==> src/rtl/prog_loader_if.sv <==
// Host-to-loader byte stream and loader-to-memory/CPU-control bundle.
//   in_valid/in_data/in_ready : host byte handshake
//   mem_we/mem_addr/mem_wdata : instruction memory write port
//   cpu_hold/load_done/load_err/busy : processor hold and load status
// master = host/observer side, slave = prog_loader.
interface prog_loader_if;
   logic       in_valid;
   logic [7:0] in_data;
   logic       in_ready;
   logic       mem_we;
   logic [7:0] mem_addr;
   logic [7:0] mem_wdata;
   logic       cpu_hold;
   logic       load_done;
   logic       load_err;
   logic       busy;

   modport master (
      output in_valid, in_data,
      input  in_ready, mem_we, mem_addr, mem_wdata,
      input  cpu_hold, load_done, load_err, busy
   );

   modport slave (
      input  in_valid, in_data,
      output in_ready, mem_we, mem_addr, mem_wdata,
      output cpu_hold, load_done, load_err, busy
   );
endinterface

==> src/rtl/prog_loader.sv <==
// Program loader: parses SYNC/ADDR/LEN/data/CSUM frames from a byte stream,
// writes each data byte to instruction memory and releases the CPU only when
// the frame checksum verifies.
//   clk  : system clock
//   rst  : asynchronous active-high reset
//   bus  : prog_loader_if.slave (byte handshake, memory write port, status)
module prog_loader #(
   parameter logic [7:0]  SYNC_BYTE = 8'hA5,
   parameter int unsigned TIMEOUT   = 1024
) (
   input  logic         clk,
   input  logic         rst,
   prog_loader_if.slave bus
);

   localparam int unsigned CNT_W = $clog2(TIMEOUT + 1);
   localparam int unsigned REM_W = 9;

   typedef enum logic [2:0] {IDLE, S_ADDR, S_LEN, S_DATA, S_CSUM} state_e;

   state_e             state_q, state_d;
   logic [7:0]         ptr_q, ptr_d;
   logic [7:0]         sum_q, sum_d;
   logic [REM_W-1:0]   rem_q, rem_d;
   logic [CNT_W-1:0]   idle_q, idle_d;
   logic               ready_q;
   logic               we_q, we_d;
   logic [7:0]         addr_q, addr_d;
   logic [7:0]         wdata_q, wdata_d;
   logic               hold_q, hold_d;
   logic               done_q, done_d;
   logic               err_q, err_d;
   logic               busy_q, busy_d;

   logic               accept_c;
   logic               timeout_c;
   logic [7:0]         csum_c;

   assign accept_c  = bus.in_valid && ready_q;
   // An accepted byte on the expiry edge wins over the timeout.
   assign timeout_c = (state_q != IDLE) && !accept_c &&
                      (idle_q == CNT_W'(TIMEOUT - 1));
   assign csum_c    = sum_q + bus.in_data;

   // State and output registers
   always_ff @(posedge clk or posedge rst) begin
      if (rst) begin
         state_q <= IDLE;
         ptr_q   <= 8'h00;
         sum_q   <= 8'h00;
         rem_q   <= '0;
         idle_q  <= '0;
         ready_q <= 1'b0;
         we_q    <= 1'b0;
         addr_q  <= 8'h00;
         wdata_q <= 8'h00;
         hold_q  <= 1'b1;
         done_q  <= 1'b0;
         err_q   <= 1'b0;
         busy_q  <= 1'b0;
      end else begin
         state_q <= state_d;
         ptr_q   <= ptr_d;
         sum_q   <= sum_d;
         rem_q   <= rem_d;
         idle_q  <= idle_d;
         ready_q <= 1'b1;
         we_q    <= we_d;
         addr_q  <= addr_d;
         wdata_q <= wdata_d;
         hold_q  <= hold_d;
         done_q  <= done_d;
         err_q   <= err_d;
         busy_q  <= busy_d;
      end
   end

   // Frame parser, write generation and idle timeout
   always_comb begin
      state_d = state_q;
      ptr_d   = ptr_q;
      sum_d   = sum_q;
      rem_d   = rem_q;
      idle_d  = idle_q;
      we_d    = 1'b0;
      addr_d  = addr_q;
      wdata_d = wdata_q;
      hold_d  = hold_q;
      done_d  = done_q;
      err_d   = err_q;

      if (accept_c) begin
         idle_d = '0;
      end else if (state_q != IDLE) begin
         idle_d = idle_q + CNT_W'(1);
      end

      if (accept_c) begin
         unique case (state_q)
            IDLE: begin
               if (bus.in_data == SYNC_BYTE) begin
                  state_d = S_ADDR;
                  done_d  = 1'b0;
                  err_d   = 1'b0;
                  hold_d  = 1'b1;
               end
            end
            S_ADDR: begin
               ptr_d   = bus.in_data;
               sum_d   = bus.in_data;
               state_d = S_LEN;
            end
            S_LEN: begin
               // LEN of zero encodes a full 256-byte load
               rem_d   = (bus.in_data == 8'h00) ? REM_W'(256) : REM_W'(bus.in_data);
               sum_d   = csum_c;
               state_d = S_DATA;
            end
            S_DATA: begin
               we_d    = 1'b1;
               addr_d  = ptr_q;
               wdata_d = bus.in_data;
               ptr_d   = ptr_q + 8'd1;
               sum_d   = csum_c;
               rem_d   = rem_q - REM_W'(1);
               if (rem_q == REM_W'(1)) begin
                  state_d = S_CSUM;
               end
            end
            S_CSUM: begin
               if (csum_c == 8'h00) begin
                  done_d = 1'b1;
                  hold_d = 1'b0;
               end else begin
                  err_d  = 1'b1;
                  hold_d = 1'b1;
               end
               state_d = IDLE;
            end
            default: state_d = IDLE;
         endcase
      end

      if (timeout_c) begin
         state_d = IDLE;
         err_d   = 1'b1;
         hold_d  = 1'b1;
         idle_d  = '0;
      end

      busy_d = (state_d != IDLE);
   end

   assign bus.in_ready  = ready_q;
   assign bus.mem_we    = we_q;
   assign bus.mem_addr  = addr_q;
   assign bus.mem_wdata = wdata_q;
   assign bus.cpu_hold  = hold_q;
   assign bus.load_done = done_q;
   assign bus.load_err  = err_q;
   assign bus.busy      = busy_q;

endmodule

==> src/flat_wrapper.sv <==
// flat-port wrapper written by rule: the top's interface ports become plain ports
module prog_loader_flat 
#(
   parameter logic [7:0]  SYNC_BYTE = 8'hA5,
   parameter int unsigned TIMEOUT   = 1024
)
  (clk, rst, bus_in_valid, bus_in_data, bus_in_ready, bus_mem_we, bus_mem_addr, bus_mem_wdata, bus_cpu_hold, bus_load_done, bus_load_err, bus_busy);
  prog_loader_if bus_i ();
  input  logic clk;
  input  logic rst;
  input wire logic [$bits(bus_i.in_valid)-1:0] bus_in_valid;
  input wire logic [$bits(bus_i.in_data)-1:0] bus_in_data;
  output wire logic [$bits(bus_i.in_ready)-1:0] bus_in_ready;
  output wire logic [$bits(bus_i.mem_we)-1:0] bus_mem_we;
  output wire logic [$bits(bus_i.mem_addr)-1:0] bus_mem_addr;
  output wire logic [$bits(bus_i.mem_wdata)-1:0] bus_mem_wdata;
  output wire logic [$bits(bus_i.cpu_hold)-1:0] bus_cpu_hold;
  output wire logic [$bits(bus_i.load_done)-1:0] bus_load_done;
  output wire logic [$bits(bus_i.load_err)-1:0] bus_load_err;
  output wire logic [$bits(bus_i.busy)-1:0] bus_busy;
  assign bus_i.in_valid = bus_in_valid;
  assign bus_i.in_data = bus_in_data;
  assign bus_in_ready = bus_i.in_ready;
  assign bus_mem_we = bus_i.mem_we;
  assign bus_mem_addr = bus_i.mem_addr;
  assign bus_mem_wdata = bus_i.mem_wdata;
  assign bus_cpu_hold = bus_i.cpu_hold;
  assign bus_load_done = bus_i.load_done;
  assign bus_load_err = bus_i.load_err;
  assign bus_busy = bus_i.busy;
  prog_loader #(.SYNC_BYTE(SYNC_BYTE), .TIMEOUT(TIMEOUT)) u_core (.clk(clk), .rst(rst), .bus(bus_i));
endmodule
==> config.mk <==
export PLATFORM = sky130hd
export DESIGN_NAME = prog_loader_flat
export DESIGN_NICKNAME = d
export VERILOG_FILES = /design/src/rtl/prog_loader_if.sv /design/src/rtl/prog_loader.sv /design/src/flat_wrapper.sv
export SDC_FILE = /design/constraint.sdc
export NUM_CORES = 1
export LEC_CHECK = 0
export ABC_CLOCK_PERIOD_IN_PS = 2200
export BUFFER_PORTS_ARGS = -buffer_cell sky130_fd_sc_hd__buf_2
export CORE_MARGIN = 2
export CORE_UTILIZATION = 45
export DETAILED_ROUTE_END_ITERATION = 6
export SLEW_MARGIN = 20
export SYNTH_ARGS = -nofsm -noshare
export SYNTH_HDL_FRONTEND = slang
export SYNTH_SLANG_ARGS = --single-unit
==> constraint.sdc <==
create_clock -name clk -period 2.2 [get_ports clk]
set_clock_uncertainty 0.05 [all_clocks]
set_input_delay 0.22 -clock clk [delete_from_list [all_inputs] [get_ports clk]]
set_output_delay 0.22 -clock clk [all_outputs]
set_load 0.02 [all_outputs]
After elaboration in Yosys (flattened, before gate mapping)
Cells that the tools add are included.
Storage, ports and cells
  bits in registers: 61
  input bits: 11
  output and inout bits: 22
  logic and storage cells: 78
Cells by class
  add/sub/neg operators: 4
  equal/unequal tests: 11
  mux-type cells: 26
  reduce and logical (&&, ||, !) cells: 24
Operators by type and width (count)
  $mux 11: 3
  $pmux 8 s2: 2
  $pmux 9 s2: 1
  $logic_not 8->1: 2
  $mux 3: 4
  $pmux 3 s4: 1
  $reduce_bool 3->1: 4
  $add 11x1->11 const B: 1
  $eq 11x10->1 const B: 1
  $mux 1: 11
  $reduce_bool 2->1: 5
  $eq 9x1->1 const B: 1
  $mux 9: 1
  $sub 9x1->9 const B: 1
  $add 8x1->8 const B: 1
  $add 8x8->8: 1
  $eq 8x8->1 const B: 1
  $reduce_and 2->1: 4
  $reduce_and 4->1: 2
  $eq 3x2->1 const B: 2
  $pmux 1 s2: 3
  $ne 2x1->1 const B: 2
  $eq 3x1->1 const B: 1
  $eq 3x3->1 const B: 1
  other kinds (7): 9

Logic depth before layout (Yosys ltp)
Gate-level depths: netlist of run 1.
  depth after elaboration: 6
  depth in mapped cells: 9
  mapped depth without buffers: 9

Least setup slack after synthesis of run 1
OpenSTA, ideal clock, no wires.
  path kind: register to register
  start: register u_core.sum_q[0]
  end: register u_core.err_q, in the netlist u_core.bus.load_err
  library setup time: 0.125 ns
  arrival time: 1.801 ns
  required time: 2.025 ns
  slack: 0.224 ns
  cell stages (with the launch flop): 10
  buffers on the path: 0
  period minus slack after synthesis: 1.976 ns
  cells stage by stage: dfrtp_1 > ha_1 > inv_1 > fa_1 > nor2b_1 > o22ai_1 > xnor2_1 > nor3_1 > and3_1 > o21ai_1
Between the ends
  cells in the longest elaborated chain, start to end: 4
RTL lines
  start, declared: RTL line prog_loader.sv:23  | logic [7:0] sum_q, sum_d;
  start signal, assigned: RTL line prog_loader.sv:64  | sum_q <= sum_d;
  $add 8x8->8: RTL line prog_loader.sv:43  | assign csum_c = sum_q + bus.in_data;
  $logic_not 8->1: RTL line prog_loader.sv:131  | if (csum_c == 8'h00) begin
  $ne 3x2->1 (no line)
  $reduce_and 4->1 (no line)
  end signal, assigned: RTL line prog_loader.sv:73  | err_q <= err_d;
  end, declared: RTL line prog_loader.sv:32  | logic err_q, err_d;
Every way passes these cells.
A chain may end at the register's enable or synchronous reset.

Worst setup path after layout of run 1
  start: register u_core.sum_q[0]
  end: register u_core.hold_q, in the netlist u_core.bus.cpu_hold
Between the ends
  cells in the longest elaborated chain, start to end: 6
RTL lines
  $add 8x8->8: RTL line prog_loader.sv:43
  $logic_not 8->1: RTL line prog_loader.sv:131
  $mux 1: RTL line prog_loader.sv:131
  $pmux 1 s2: RTL line prog_loader.sv:99  | unique case (state_q)
  $mux 1: RTL line prog_loader.sv:98  | if (accept_c) begin
  $mux 1: RTL line prog_loader.sv:144  | if (timeout_c) begin
  end signal, assigned: RTL line prog_loader.sv:71  | hold_q <= hold_d;
  end, declared: RTL line prog_loader.sv:30  | logic hold_q, hold_d;
Every way passes these cells. The select of a mux whose other input is x is not followed.

==> results of run 1 <==
==> repair_timing <==
item                                    in CTS  in global routing
setup buffers                                0                  1
endpoints found under the setup margin       0                  3
gates resized for setup                      0                  3
hold endpoints to repair                    25                  0
hold buffers                                 1                  0
==> power breakdown <==
part           total (W)  switching, W  internal, W  leakage [nW]
Combinational    0.00169      0.000949     0.000742         0.860
Sequential       0.00174      0.000276      0.00147         0.752
Clock            0.00124      0.000487     0.000758         0.116
==> area by class of cell <==
cell class	count	share of cell area, %
tap	99	3.140
clock inverter	7	3.108
inverter	8	0.7612
sequential	61	38.73
multi-input combinational	264	43.83
clock buffer	9	3.140
timing repair buffer	47	7.295
==> kinds of logic (layout without fill, tap and decap cells) <==
kind of cell	after synthesis	after routing	share of synthesized area [%]
AO/OA/AOI/OAI	98	98	18.43
XOR/XNOR	10	10	2.595
adder cells (fa/ha/maj)	12	12	4.672
buffers and inverters	24	71	3.781
flip-flops	61	61	45.27
multiplexers	17	17	5.673
other	1	1	0.1111
AND/OR/NAND/NOR	126	126	19.47
==> flip-flops by register name, indices dropped and copies added (netlist names), 3 cells and up <==
| register | cells |
|---|---|
| u_core.bus.mem_addr | 8 |
| u_core.bus.mem_wdata | 8 |
| u_core.ptr_q | 8 |
| u_core.rem_q | 9 |
| u_core.state_q | 3 |
| u_core.sum_q | 8 |
| u_core.idle_q | 11 |
==> layer usage <==
| layer | routed length (microns) | up-vias |
|---|---|---|
| met3 | 264 | 13 |
| met2 | 3696 | 51 |
| met5 | 0 | - |
| met4 | 129 | 0 |
| li1 | - | 1340 |
| met1 | 3423 | 1333 |
==> cells in the final DEF (no fill, tap or decap), types with 9 or more instances in the layout <==
cell type / count
dfrtp_1: 60
a21oi_1: 15
a31oi_1: 9
clkbuf_8: 9
nor2_1: 36
nand2_1: 36
buf_2: 32
ha_1: 11
buf_4: 13
o21ai_0: 34
mux2_2: 17
o21ai_1: 9
==> stage by stage <==
step	setup WS (ps)	instance area, sq um	instances	utilization (%)	total power (W)
floorplan	223.9	3374	349	-	0.002977
global placement	112.0	3671	477	50.61	0.003369
detailed placement	44.79	3671	477	50.61	0.003408
CTS	48.99	3928	494	54.15	0.004660
global route	4.361	3945	495	54.39	0.005007
finish	189.1	3945	495	54.39	0.004679
==> worst min-delay path by stage <==
stage	startpoint	end	slack, ps	cells past startpoint
after floorplan	bus_in_data[3]	u_core.sum_q[3]$_DFFE_PP0P_	320	2
after global placement	rst	u_core.idle_q[0]$_DFFE_PP0P_	280	2
after detailed placement	rst	u_core.rem_q[7]$_DFFE_PP0P_	280	2
after CTS	bus_in_data[4]	u_core.bus.mem_wdata[4]$_DFFE_PP0P_	180	2
after global routing	bus_in_data[7]	u_core.bus.mem_wdata[7]$_DFFE_PP0P_	180	2
final	bus_in_data[7]	u_core.bus.mem_wdata[7]$_DFFE_PP0P_	180	2
==> flow_summary.ini, run 1 <==
[cts]
clkSlewWorstSetupHoldPaths_ps = 70
h-tree-depth = 3
clock_latency_ps = 350
clock-sinks = 61
clockBufferDepth = 2
cts_buffers = 9
cts-root-buf = clkbuf_8
cts_tree = yes

[floorplan]
fp-row-count = 31
dieArea_sq_mm = 0.008207
io_pins = 33
die_y_microns = 90.60
initial_core_util_pct = 46.52
chipWidth_microns = 90.60
core-area_sq_mm = 0.007253

[routing]
wl_per_cell_microns = 15.18
drt_iter0_markers = 137
via_per_inst = 5.529
first_pass_iters = 4
route.vias.total = 2737
ant_nets = 0
wirelength_microns = 7513
drc = 0

[place]
gp_congestion = 0.8075
dp_hpwl_microns = 5415
portBuffers = 32

[global_routing]
grt_pass1_wl_microns = 12850
grt_util_met1_pct = 24.61
track_usage_pct = 19.62
grt_pass1_vias = 2695
gr-usage-met3_pct = 3.005
use_met2_pct = 33.77
busiest_layer = met2
antenna_found_initial = 0
gr-total-overflow = 0
grt_max_degree = 36

[layout]
drive_above_1_share_pct = 25.25
multi_input_area_sq_mm = 0.001729
syn2layout_area_growth_pct = 16.91
n_antenna_cell = 0
fillers = 667
num-nets-final = 414
area.sequential_sq_mm = 0.001528

[sta]
period_share_pct = 91.40
setup_tns_ps = 0
setup_viol = 0
timing.hold.ws_ps = 178.5
slew_violations = 0
finalHoldViolCount = 0
slew_headroom_pct = 60.21
rsz0062_at_grt = false
period_needed_ps = 2011
fmax_ghz = 0.4973
tightest_slew_ps = 596.0

[synthesis]
synth_top_area_share_pct = 44.49
synthCells = 349
avgSynthCellArea_sq_um = 9.669
synth_common_cells = 60 x dfrtp_1, 36 x nand2_1, 36 x nor2_1
synth-edff-count = 0
synth_nets = 372
synth_top_cell_by_area = dfrtp_1
ys_ff_latch = 61
synth_area_sq_mm = 0.003374
yosysMostFrequentCell = dfrtp_1
synth_warnings = 0
synthTopCellsByArea = dfrtp_1 44%, mux2_2 5.7%, o21ai_0 5.0%
ys_seq_area_share_pct = 45.27
synth-async-reset-ratio_pct = 100.0
synth_ff_type = dfrtp_1
ys_types = 65

[worst_setup_path]
crit_path_end_kind = register
path_depth = 10
cp.required_ps = 2430
crit_start = u_core.sum_q[0]$_DFFE_PP0P_
critPathMaxStageDelay_ps = 350
crit_slowest_cell = dfrtp_1
crit_end = u_core.bus.cpu_hold$_DFFE_PP1P_
cp_top_family = adder cells
r2r_slack_ps = 190
r2r_start = u_core.sum_q[0]$_DFFE_PP0P_
crit_path_start_kind = register
crit_arrival_ps = 2240
r2r_end = u_core.bus.cpu_hold$_DFFE_PP1P_
path_max_fanout = 2
reg2regPathDepth = 10
worstSetupPathType = register to register
path_buf_inv = 2
cp_cell_sequence = ha_1 -> inv_1 -> fa_2 -> nor2b_2 -> buf_4 -> o2111ai_1 -> o211ai_1 -> nor2_1 -> and3_1 -> a31oi_1

[job]
cap_violations = 0

[pwr]
p_per_area_mw_per_mm2 = 1186
peakVddDrop_mv = 0.6545
p_leak_nw = 1.728

[hold_path]
hp-class = primary input to register

[outcome]
status = complete, no violations
(Power assumes the default switching activity.)
==> run 2, diff against run 1 <==
CORE_MARGIN = not set   (was 2)
CTS_BUF_LIST = sky130_fd_sc_hd__clkbuf_16   (was not set)
==> run 2 against run 1 <==
  * Highest routed layer unchanged
  * Count of clock-buffer cells in the layout is the same
  * Global-route usage grew 2.0 points
  * Core utilization grew 0.95 points
  * Hold slack gained 16 ps
  * Sequential power is essentially flat
  * Non-clock buffer count grew 1
  * Clock power grew 13%
  * Critical path depth shrank 3
  * Die area shrank 4.4%
  * Sequential share of layout area shrank 0.66 points
  * Fmax shrank 4.5%
==> flow_summary.ini, run 2 (same netlist as run 1, synthesis figures left out) <==
[cts]
clock_latency_ps = 330
cts-root-buf = clkbuf_16
clock-sinks = 61
clkSlewWorstSetupHoldPaths_ps = 50
cts_tree = yes
cts_buffers = 9
clockBufferDepth = 2
h-tree-depth = 3

[routing]
routed-wl-met2_microns = 3721
via_per_inst = 5.476
wl_per_cell_microns = 15.26
first_pass_iters = 4
drt-met1-wl_microns = 3347
ant_nets = 0
wl_met3_microns = 346
wirelength_microns = 7571
drt_iter0_markers = 122
route.vias.total = 2716
drc = 0
dr.max_layer_used = met4

[worst_setup_path]
r2r_start = u_core.sum_q[2]$_DFFE_PP0P_
crit_path_start_kind = register
cp.required_ps = 2360
cp_cell_sequence = ha_1 -> nor2_1 -> o31ai_2 -> a31oi_1 -> xnor2_1 -> o21ai_0 -> mux2_2
crit_path_end_kind = register
worstSetupPathType = register to register
reg2regPathDepth = 7
crit_arrival_ps = 2270
path_max_fanout = 3
crit_slowest_cell = dfrtp_1
r2r_slack_ps = 90
critPathMaxStageDelay_ps = 380
r2r_end = u_core.sum_q[7]$_DFFE_PP0P_

[pwr]
p_per_area_mw_per_mm2 = 1222
p_leak_nw = 1.758
peakVddDrop_mv = 0.6221
finalPower_w = 0.004903

[layout]
n_antenna_cell = 0
mostFrequentLayoutCells = 60 x dfrtp_1, 36 x nor2_1, 36 x nand2_1
largest_register = u_core.idle_q
final_util_pct = 55.34
syn2layout_area_growth_pct = 18.95
top_regs = u_core.idle_q (11), u_core.rem_q (9)
final_common_cell = dfrtp_1
num-nets-final = 415
drive_above_1_share_pct = 25.69
largest_reg_flops = 11

[sta]
fmax_ghz = 0.4747
setup_viol = 0
slew_violations = 0
period_needed_ps = 2107
finalHoldViolCount = 0
tightest_slew_ps = 532.5
slew_headroom_pct = 64.45
period_share_pct = 95.76

[global_routing]
antenna_found_initial = 0
grt_max_degree = 39
gr-total-overflow = 0
grt_pass1_wl_microns = 12720
track_usage_pct = 21.61
grt_pass1_vias = 2685

[floorplan]
die_y_microns = 88.60
io_pins = 33
fp-row-count = 31
dieArea_sq_mm = 0.007849
core-area_sq_mm = 0.007253
chipWidth_microns = 88.60
initial_core_util_pct = 46.52

[place]
dp_hpwl_microns = 5412
gp_congestion = 0.8142
portBuffers = 32

[outcome]
status = complete, no violations

[hold_path]
whs_path_depth = 2
hp-class = primary input to register
min_from = bus_in_data[4]
worstHoldEndpoint = u_core.bus.mem_wdata[4]$_DFFE_PP0P_

[job]
cap_violations = 0
## run 2: layer usage
| metal | global-route usage (%) | vias up |
|---|---|---|
| li1 | - | 1348 |
| met1 | 25.98 | 1298 |
| met2 | 37.41 | 57 |
| met3 | 5.504 | 13 |
| met4 | 7.918 | 0 |
| met5 | 0 | - |
## run 2: report_power, final
part | switching (W) | leakage [nW] | internal, W | total [W]
clock network | 0.000523 | 0.138 | 0.000879 | 0.00140
logic | 0.000980 | 0.868 | 0.000773 | 0.00175
registers | 0.000278 | 0.752 | 0.00147 | 0.00175
total | 0.00178 | 1.76 | 0.00312 | 0.00490
## run 2: what timing repair did
item,4_1_cts,5_1_grt
hold buffers,1,0
resized for setup,1,4
pin swaps,0,2
cloned,0,0
setup endpoints to repair,1,4
hold endpoints to repair,22,0
buffers inserted,0,2
## run 2: worst max-delay path by stage
stage                                 from                               to  slack [ps]  cells after the start
6_report       u_core.sum_q[2]$_DFFE_PP0P_      u_core.sum_q[7]$_DFFE_PP0P_          90                      7
3_5_place_dp   u_core.sum_q[0]$_DFFE_PP0P_  u_core.bus.load_err$_DFFE_PP0P_         0.4                      9
3_3_place_gp                bus_in_data[0]  u_core.bus.load_err$_DFFE_PP0P_         120                     10
4_1_cts        u_core.sum_q[0]$_DFFE_PP0P_  u_core.bus.cpu_hold$_DFFE_PP1P_          50                     10
2_1_floorplan  u_core.sum_q[0]$_DFFE_PP0P_  u_core.bus.load_err$_DFFE_PP0P_         220                      9
5_1_grt        u_core.sum_q[0]$_DFFE_PP0P_  u_core.bus.cpu_hold$_DFFE_PP1P_          -2                     10
## run 2: cell type report
class / instances / area (sq um)
Inverter: 8 / 30.03
Fill cell: 673 / 3239
Multi-Input combinational cell: 264 / 1737
Timing Repair Buffer: 48 / 295.3
Sequential cell: 61 / 1528
Tap cell: 99 / 123.9
Clock inverter: 7 / 75.07
Clock buffer: 9 / 225.2
## run 2: stage by stage
| step | setup TNS [ps] | instance area (sq um) | hold WS, ps | std cells | setup slack, ps |
|---|---|---|---|---|---|
| after floorplan | 0 | 3374 | 320.0 | 349 | 223.9 |
| final | 0 | 4014 | 194.8 | 496 | 93.29 |
| after detailed placement | 0 | 3671 | 255.3 | 477 | 0.3915 |
| after global placement | 0 | 3671 | 257.0 | 477 | 120.6 |
| after CTS | 0 | 3986 | 193.5 | 494 | 48.78 |
| after global routing | -2.142 | 4014 | 208.0 | 496 | -2.142 |
## run 2: critical path: cells and delay by family, from the launching register on
kind,cells,cell delay [ps]
AOI/OAI and AO/OA,3,610
DFF,1,380
adders and majority gates,1,330
xor gates and xnor gates,1,280
muxes,1,260
and+or+nand+nor,1,80
